## src/rtl/shader_program_encoder.sv

```systemverilog
// Shader program encoder: packs field-level instructions into 32-bit words
// and streams them into program memory, optionally NOP-padding the tail.
module shader_program_encoder #(
  parameter int DEPTH    = 16,
  parameter int ADDR_W   = 4,
  parameter bit PAD_NOPS = 1'b1
) (
  input  logic              clk,
  input  logic              rst,
  input  logic              start,
  input  logic [ADDR_W-1:0] start_addr,
  input  logic              in_valid,
  output logic              in_ready,
  input  logic [1:0]        in_op,
  input  logic [3:0]        in_mask,
  input  logic [2:0]        in_dest,
  input  logic [2:0]        in_srcA,
  input  logic [2:0]        in_srcB,
  input  logic              in_last,
  output logic              wr_en,
  output logic [ADDR_W-1:0] wr_addr,
  output logic [31:0]       wr_data,
  output logic              busy,
  output logic              done,
  output logic [ADDR_W:0]   count,
  output logic              overflow
);

  typedef enum logic [1:0] {
    IDLE,
    LOAD,
    PAD
  } state_e;

  localparam logic [ADDR_W-1:0] LAST = ADDR_W'(DEPTH - 1);

  state_e            state_q;
  logic [ADDR_W-1:0] ptr_q;
  logic              wr_en_q;
  logic [ADDR_W-1:0] wr_addr_q;
  logic [31:0]       wr_data_q;
  logic              done_q;
  logic [ADDR_W:0]   count_q;
  logic              ovf_q;

  logic              hs;
  logic              at_end;
  logic [31:0]       enc_d;

  assign hs     = (state_q == LOAD) && in_valid;
  assign at_end = (ptr_q == LAST);

  // A zero lane mask disables every lane, so it collapses to the canonical NOP.
  always_comb begin
    enc_d = {in_op, in_mask, in_dest, in_srcA, in_srcB, 17'b0};
    if (in_mask == 4'b0000) enc_d = '0;
  end

  always_ff @(posedge clk or posedge rst) begin
    if (rst) begin
      state_q   <= IDLE;
      ptr_q     <= '0;
      wr_en_q   <= 1'b0;
      wr_addr_q <= '0;
      wr_data_q <= '0;
      done_q    <= 1'b0;
      count_q   <= '0;
      ovf_q     <= 1'b0;
    end else begin
      wr_en_q <= 1'b0;
      done_q  <= 1'b0;
      unique case (state_q)
        IDLE: begin
          if (start) begin
            ptr_q   <= start_addr;
            count_q <= '0;
            ovf_q   <= 1'b0;
            state_q <= LOAD;
          end
        end
        LOAD: begin
          if (hs) begin
            wr_en_q   <= 1'b1;
            wr_addr_q <= ptr_q;
            wr_data_q <= enc_d;
            count_q   <= count_q + 1'b1;
            if (at_end && !in_last) ovf_q <= 1'b1;
            if (in_last || at_end) begin
              if (PAD_NOPS && !at_end) begin
                ptr_q   <= ptr_q + 1'b1;
                state_q <= PAD;
              end else begin
                done_q  <= 1'b1;
                state_q <= IDLE;
              end
            end else begin
              ptr_q <= ptr_q + 1'b1;
            end
          end
        end
        PAD: begin
          wr_en_q   <= 1'b1;
          wr_addr_q <= ptr_q;
          wr_data_q <= '0;
          if (at_end) begin
            done_q  <= 1'b1;
            state_q <= IDLE;
          end else begin
            ptr_q <= ptr_q + 1'b1;
          end
        end
        default: state_q <= IDLE;
      endcase
    end
  end

  assign in_ready = (state_q == LOAD);
  assign busy     = (state_q != IDLE);
  assign wr_en    = wr_en_q;
  assign wr_addr  = wr_addr_q;
  assign wr_data  = wr_data_q;
  assign done     = done_q;
  assign count    = count_q;
  assign overflow = ovf_q;

endmodule
```

## config.mk

```make
export PLATFORM = sky130hd
export DESIGN_NAME = shader_program_encoder
export DESIGN_NICKNAME = d
export VERILOG_FILES = /design/src/rtl/shader_program_encoder.sv
export SDC_FILE = /design/constraint.sdc
export NUM_CORES = 1
export LEC_CHECK = 0
export BUFFER_PORTS_ARGS = -buffer_cell sky130_fd_sc_hd__buf_2
export CAP_MARGIN = 20
export CORE_MARGIN = 1.5
export CORE_UTILIZATION = 35
export DETAILED_ROUTE_END_ITERATION = 10
export GPL_TIMING_DRIVEN = 0
export SLEW_MARGIN = 20
export SYNTH_ARGS = -nofsm -noshare
export SYNTH_HDL_FRONTEND = slang
export SYNTH_SLANG_ARGS = --single-unit
```

## constraint.sdc

```tcl
create_clock -name clk -period 3 [get_ports clk]
set_input_delay 0.6 -clock clk [delete_from_list [all_inputs] [get_ports clk]]
set_output_delay 0.6 -clock clk [all_outputs]
set_load 0.02 [all_outputs]
```

; ---- Yosys cells after proc, flatten, opt, wreduce, memory -nomap -nowiden
; Cells that the tools add are included.
[classes]
addsub = 2
n_eq_ne = 8
n_mux = 29
n_reduce_logical = 15
[ops]
columns = op, count
row1 = $mux W32, 2
row2 = $pmux W32 S2, 1
row3 = $mux W4, 5
row4 = $pmux W4 S3, 1
row5 = $mux W2, 5
row6 = $mux W5, 2
row7 = $pmux W5 S2, 1
row8 = $pmux W4 S2, 1
row9 = $reduce_and A4 Y1, 2
row10 = $mux W1, 7
row11 = $ne A2 B1 Y1 const B, 3
row12 = $pmux W1 S2, 3
row13 = $pmux W2 S3, 1
row14 = $reduce_and A3 Y1, 2
row15 = $reduce_bool A2 Y1, 3
row16 = $add A5 B1 Y5 const B, 1
row17 = $add A4 B1 Y4 const B, 1
row18 = $eq A4 B4 Y1 const B, 1
row19 = $logic_not A4 Y1, 1
row20 = $ne A2 B2 Y1 const B, 2
row21 = $reduce_bool A3 Y1, 1
row22 = $eq A2 B1 Y1 const B, 1
row23 = $eq A2 B2 Y1 const B, 1
row24 = $logic_and A1 B1 Y1, 2
row25 = 4 further kinds, 4
[totals]
reg_bits = 50
output_inout_bits = 46
word_cells = 62

; ---- Longest topological paths before layout
; Gate-level depths: netlist of the first run.
[logic_depth]
word_depth = 5
depth_mapped = 7
depth_no_buf = 6

; ---- Worst setup path before layout of the first run
; OpenSTA, ideal clock, no wires.
[synth_timing]
path_type = flip-flop to flip-flop
from = register state_q[1]
to = register state_q[0]
arrival_ns = 1.675
path_slack_ns = 1.198
stages_incl_launch_ff = 7
path_buffers = 1
cell_sequence = dfrtp_1 inv_1 ha_1 buf_6 a21oi_2 o211ai_1 mux2_1
[synth_via]
elab_chain_cells = 4
elab_cells_between_ends = 10
classes_between = 6 x eq/ne / 1 x mux / 3 x reduce/logical
[synth_rtl]
columns = item, line_no
row1 = "start, declared", 37  ; state_e state_q;
row2 = "start signal, assigned", 61  ; state_q <= IDLE;
row3 = "start signal, assigned", 78  ; state_q <= LOAD;
row4 = "start signal, assigned", 91  ; state_q <= PAD;
row5 = $eq A2 B1 Y1 (*), --
row6 = net in_ready, 13  ; output logic in_ready,
row7 = $logic_and A1 B1 Y1, 50  ; assign hs = (state_q == LOAD) && in_valid;
row8 = $ne A2 B1 Y1 (no line), --
row9 = $reduce_and A4 Y1 (no line), --
; Mark *: on every way through the listed nets, which the timed path passes. The rest lies on a longest branch.
; A chain may end at the register's enable or synchronous reset.

; ---- Worst setup path after layout of the first run
[layout_timing]
from = register state_q[1]
to = output in_ready
[layout_via]
elab_chain_cells = 1
[layout_rtl]
columns = item, line_no
row1 = $eq A2 B1 Y1, 117  ; assign in_ready = (state_q == LOAD);
row2 = "end, declared", 13
; Every way passes these cells.

==> flow_summary.yaml, run 1 <==
setup_path:
  crit_type: "reg2out"
  cp.arrival_ns: 1.43
  crit_fanout: 5
  cp.required_ns: 2.40
  cp_slowest_stage_delay_ns: 0.44
  cpMaxStageDelayCell: "dfrtp_1"
  end_kind: "output port"
  cp_cell_sequence: "inv_1, ha_1, buf_2"
  startpoint_type: "register"
logic_synthesis:
  synth_simple_gate_area_share_pct: 13.3
  synth_fa_ha_area_share_pct: 4.91
  synth_compound_gate_area_share_pct: 20.4
  synth_xor_area_share_pct: 0
  synthTopCellsByArea: "dfrtp_1 46%, a22o_1 11%, buf_4 7.6%"
  ys_seq_area_share_pct: 46.3
  ys_seq_elements: 33
  yosysTopAreaCellShare_pct: 46.3
  yosys.area.top_type: "dfrtp_1"
  synth_area_um2: 1780
  netlist_instances: 158
  muxShareOfSynthArea_pct: 3.79
  synthDistinctLibCells: 38
  syn_avg_cell_area_um2: 11.3
  synth_top_family_by_area: "compound AO/OA/AOI/OAI gates"
  yosys_warnings: 0
global_route:
  grt_pass1_vias: 1157
  grt_pass1_wl_um: 5460
  grt_use_total_pct: 13.2
  grt_max_degree: 34
  grt_antenna_before_repair: 0
  grt-ovfl-total: 0
drt:
  wire_per_inst_um: 12.2
  final_antenna_net_count: 0
  first_pass_iters: 4
  vias_per_cell: 4.61
  drc_errors: 0
  via_count: 1389
  routed_wl_um: 3660
  drt_iter0_markers: 35
timing:
  final.setup.tns_ns: 0
  min_period_ns: 2.03
  setup_ws_ns: 0.974
  hold_ws_ns: 0.420
  fmax_mhz: 494
  slew_headroom_pct: 54.2
  timing.final.crit_share_pct: 67.5
  finalHoldViolCount: 0
  finalClockSkew_ns: 0.00383
  report.final.slew_viol_count: 0
  rsz0062_at_grt: "no"
  setup_viol: 0
  tightest_slew_ns: 0.686
power:
  ir_drop_mv: 0.591
  p_int_w: 0.00135
  power.leakage_nw: 1.23
  pwr-share-comb_pct: 52.1
  power_switching_w: 0.000979
  p_sw_share_pct: 42.0
  power_frac_clock_pct: 15.5
  power_frac_seq_pct: 32.4
  p_per_area_nw_per_um2: 1020
run:
  maxCapViolCount: 0
die:
  rows: 25
  core_region_area_um2: 4820
  start_util_pct: 37.0
  die_area_um2: 5530
  die_h_um: 74.4
  io_pins: 70
  fp.dieW_um: 74.4
status:
  status: "complete, no violations"
placed_design:
  globalplace.congestion: 0.737
  io_buffers: 52
  place_inst: 293
  hpwlAfterDp_um: 2760
  pre_cts_ws_ns: 1.14
min_path:
  hp-class: "in2async"
clocking:
  cts-buffers-inserted: 5
  insertion_delay_ns: 0.28
  cts_hold_buf: 0
  cts_resized: 0
  clock_path_buffers: 2
  cts_tree: "built"
  post_cts_buffers: 0
  clockRootBuffer: "clkbuf_8"
  path_clk_slew_ns: 0.06
  cts_max_level: 2
  clkSinkCount: 33
final_layout:
  n_fill_cell: 475
  area_growth_pct: 28.4
  stdcell_count: 301
  drive_gt1_share_pct: 41.0
  diodes: 0
  fin_nets: 264
[stage by stage]
step	instance area (um^2)	util, %	power [W]
6_report	2290	47.5	0.00233
5_1_grt	2290	47.5	0.00250
4_1_cts	2290	47.5	0.00236
3_5_place_dp	2190	45.4	0.00198
3_3_place_gp	2190	45.4	0.00197
2_1_floorplan	1840	-	0.00166
[registers in the layout (all words and copies together), names as in the netlist]
signal,cells
done,1
state_q,2
wr_addr,4
ptr_q,4
wr_data,15
overflow,1
count,5
wr_en,1
[power by group through the flow]
stage	Sequential, W	Clock, W	Combinational, W
2_1_floorplan	0.000912	0	0.000749
3_3_place_gp	0.000758	0	0.00121
3_5_place_dp	0.000761	0	0.00122
4_1_cts	0.000753	0.000375	0.00123
5_1_grt	0.000775	0.000397	0.00133
6_report	0.000755	0.000362	0.00121
[per-layer routing]
| metal | track usage [%] | up-vias | share of wire (%) |
|---|---|---|---|
| li1 | - | 697 | - |
| met1 | 18.8 | 630 | 50 |
| met2 | 18.6 | 57 | 41 |
| met3 | 4.88 | 5 | 7.8 |
| met4 | 4.24 | 0 | 0.90 |
| met5 | 0 | - | 0 |
[synth_stat cells, drive strengths merged]
master and n:
inv 8, conb 1, nor4 1, nand3 9, o211ai 2, nor2 3
nand2 7, mux2 6, and2 1, nor2b 2, nand2b 5, o22a 1
o221ai 1, buf 22, a22o 23, or4b 2, o32ai 1, and2b 1
ha 7, o21ai 8, nor3 2, a21oi 4, dfrtp 33, and3 1
a32o 1, o21a 1, nand3b 1, a31oi 2, nor3b 2
[placed cells by master (no fill, tap or decap), types with 3 or more instances in the layout]
master / Yosys / layout
buf_2: 2 / 54
dfrtp_1: 33 / 33
a22o_1: 23 / 23
buf_4: 18 / 18
conb_1: 1 / 17
nand3_1: 9 / 9
nand2_1: 7 / 7
inv_1: 8 / 7
ha_1: 7 / 7
clkbuf_8: 0 / 7
o21ai_0: 5 / 5
mux2_2: 5 / 5
nand2b_1: 3 / 3
a21oi_1: 3 / 3
nor2_1: 3 / 3
[cell type report]
type                       count  area (um^2)  area share, %
sequential                    33          826           36.1
multi-input combinational    111          820           35.8
timing repair buffer          52          260           11.4
buffer                        22          168           7.33
clock buffer                   7         96.3           4.21
tap                           67         83.8           3.66
inverter                       8         30.0           1.31
clock inverter                 1         5.00          0.219
[worst max-delay path: cells and delay by family, from the launching register on]
| kind | cells | cell delay (ns) |
|---|---|---|
| adder cells (fa/ha/maj) | 1 | 0.36 |
| buffers and inverters | 2 | 0.35 |
| flip-flops | 1 | 0.44 |
[cells by family (layout without fill, tap and decap cells)]
| family | Yosys count | count (layout) |
|---|---|---|
| other | 1 | 17 |
| muxes | 6 | 6 |
| AOI/OAI and AO/OA | 44 | 44 |
| buffers and inverters | 30 | 90 |
| DFF | 33 | 33 |
| and+or+nand+nor | 37 | 37 |
| adders and majority gates | 7 | 7 |
[final timing paths]
path                                         start                       to  slack (ns)  cells past startpoint
min in group clk           wr_data[30]$_DFFE_PP0P_  wr_data[30]$_DFFE_PP0P_        0.50                      1
min                                            rst  wr_data[28]$_DFFE_PP0P_        0.42                      2
min reg2reg                wr_data[30]$_DFFE_PP0P_  wr_data[30]$_DFFE_PP0P_        0.50                      1
max                         state_q[1]$_DFFE_PP0P_                 in_ready        0.97                      3
max reg2reg                 state_q[1]$_DFFE_PP0P_     ptr_q[1]$_DFFE_PP0P_        1.11                      6
max in group asynchronous                      rst  wr_data[19]$_DFFE_PP0P_        2.14                      2
(Power assumes the default switching activity.)
==> run 2, diff against run 1 <==
==> constraint.sdc (replaced) <==
create_clock -name clk -period 1.95 [get_ports clk]
set_input_delay 0.39 -clock clk [delete_from_list [all_inputs] [get_ports clk]]
set_output_delay 0.39 -clock clk [all_outputs]
set_load 0.02 [all_outputs]
==> run 2 against run 1 <==
  * Core utilization increased by 0.21 points
  * Register-to-register slack got worse by 0.96 ns
  * Total power increased by 55%
  * Sequential power increased by 54%
  * Wire length increased by 1.1%
  * Clock power increased by 54%
  * Die area unchanged
  * Largest power group unchanged
  * Highest routed layer unchanged
==> flow_summary.yaml, run 2 (synthesis results as in run 1) <==
final_layout:
  mostFrequentLayoutCell: "buf_2"
  fin_nets: 265
  largest_reg_flops: 15
  drive_gt1_share_pct: 41.7
  layout_common_cells: "54 x buf_2, 33 x dfrtp_1, 23 x a22o_1, 19 x buf_4, 17 x conb_1"
  design_area_um2: 2300
  diodes: 0
  area_growth_pct: 28.9
  postLayoutCoreUtil_pct: 47.7
drt:
  wire_per_inst_um: 12.3
  vias_per_cell: 4.66
  routed_wl_um: 3700
  via_count: 1406
  first_pass_iters: 4
  final_antenna_net_count: 0
  drc_errors: 0
  drt_iter0_markers: 48
timing:
  min_period_ns: 1.80
  finalHoldViolCount: 0
  report.final.slew_viol_count: 0
  finalClockSkew_ns: 0.00358
  hold_ws_ns: 0.210
  slew_headroom_pct: 54.1
  timing.final.crit_share_pct: 92.1
  final.setup.tns_ns: 0
  setup_viol: 0
  fmax_mhz: 557
  tightest_slew_ns: 0.687
  rsz0062_at_grt: "no"
clocking:
  clkSinkCount: 33
  cts-buffers-inserted: 5
  cts_max_level: 2
  clock_path_buffers: 2
  cts_tree: "built"
  path_clk_slew_ns: 0.06
  cts_hold_buf: 0
  clockRootBuffer: "clkbuf_8"
  insertion_delay_ns: 0.28
power:
  power.leakage_nw: 1.23
  p_per_area_nw_per_um2: 1570
  ir_drop_mv: 0.773
setup_path:
  cpMaxStageDelayCell: "dfrtp_1"
  cp_slowest_stage_delay_ns: 0.43
  cp.arrival_ns: 1.96
  crit_fanout: 5
  cp.required_ns: 2.12
  end_kind: "register"
  cp_cell_sequence: "inv_1, ha_1, and2b_1, nor3b_4, o21ai_1, a22o_1"
  crit_family: "simple AND/OR/NAND/NOR gates"
  crit_type: "reg2reg"
  startpoint_type: "register"
  path_buf_inv: 1
placed_design:
  io_buffers: 52
  globalplace.congestion: 0.737
  hpwlAfterDp_um: 2760
  placed_cell_area_um2: 2190
global_route:
  grt_antenna_before_repair: 0
  grt_use_met3_pct: 4.88
  grt_util_met2_pct: 18.6
  grt_use_total_pct: 13.2
  grt_max_degree: 34
  grt.busiest_layer: "met1"
  grt_pass1_vias: 1157
  use_met1_pct: 18.8
  grt_pass1_wl_um: 5460
  grt-ovfl-total: 0
run:
  maxCapViolCount: 0
die:
  die_area_um2: 5530
  die_h_um: 74.4
  start_util_pct: 37.0
  rows: 25
  io_pins: 70
  core_region_area_um2: 4820
  fp.dieW_um: 74.4
min_path:
  hp-class: "in2async"
status:
  status: "complete, no violations"
[run 2: worst paths after layout]
| kind | from | endpoint | slack [ns] | depth (start not counted) |
|---|---|---|---|---|
| min in group clk | in_dest[0] | wr_data[23]$_DFFE_PP0P_ | 0.34 | 2 |
| min | rst | wr_data[28]$_DFFE_PP0P_ | 0.21 | 2 |
| max reg2reg | state_q[1]$_DFFE_PP0P_ | ptr_q[1]$_DFFE_PP0P_ | 0.15 | 6 |
| max in group asynchronous | rst | wr_data[19]$_DFFE_PP0P_ | 1.30 | 2 |
| max | state_q[1]$_DFFE_PP0P_ | ptr_q[1]$_DFFE_PP0P_ | 0.15 | 6 |
| min reg2reg | wr_data[30]$_DFFE_PP0P_ | wr_data[30]$_DFFE_PP0P_ | 0.50 | 1 |
[run 2: worst reg2reg max path: cells and delay by family (launching register included)]
family,cells,cell delay (ns)
compound gates,2,0.37
flops,1,0.43
simple gates,2,0.52
fa+ha+maj,1,0.27
buf+inv,1,0.11
[run 2: timing repair]
action | 4_1_cts | 5_1_grt
buffers inserted | 0 | 1
setup endpoints to repair | 0 | 11
resized for setup | 0 | 1
[run 2: area by class of cell]
type                            instances  area, um^2
Clock buffer                            7        96.3
Buffer                                 22         168
Fill cell                             476        2520
Clock inverter                          1        5.00
Inverter                                8        30.0
Multi-Input combinational cell        111         822
Sequential cell                        33         826
Timing Repair Buffer                   53         268
Tap cell                               67        83.8
[run 2: layer usage]
layer	vias to the layer above	routed length, um
met1	640	1850
met4	0	33
met5	-	0
met2	59	1530
li1	702	-
met3	5	291
[run 2: stage by stage]
step	worst slack (ns)	power, W	instances
2_1_floorplan	0.148	0.00255	174
3_3_place_gp	0.0731	0.00304	293
3_5_place_dp	0.0943	0.00305	293
4_1_cts	0.0610	0.00363	301
5_1_grt	0.0325	0.00387	302
6_report	0.154	0.00361	302
[run 2: power breakdown]
part	switching, W	internal [W]
logic	0.00107	0.000825
registers	0.000205	0.000956
clock network	0.000237	0.000319
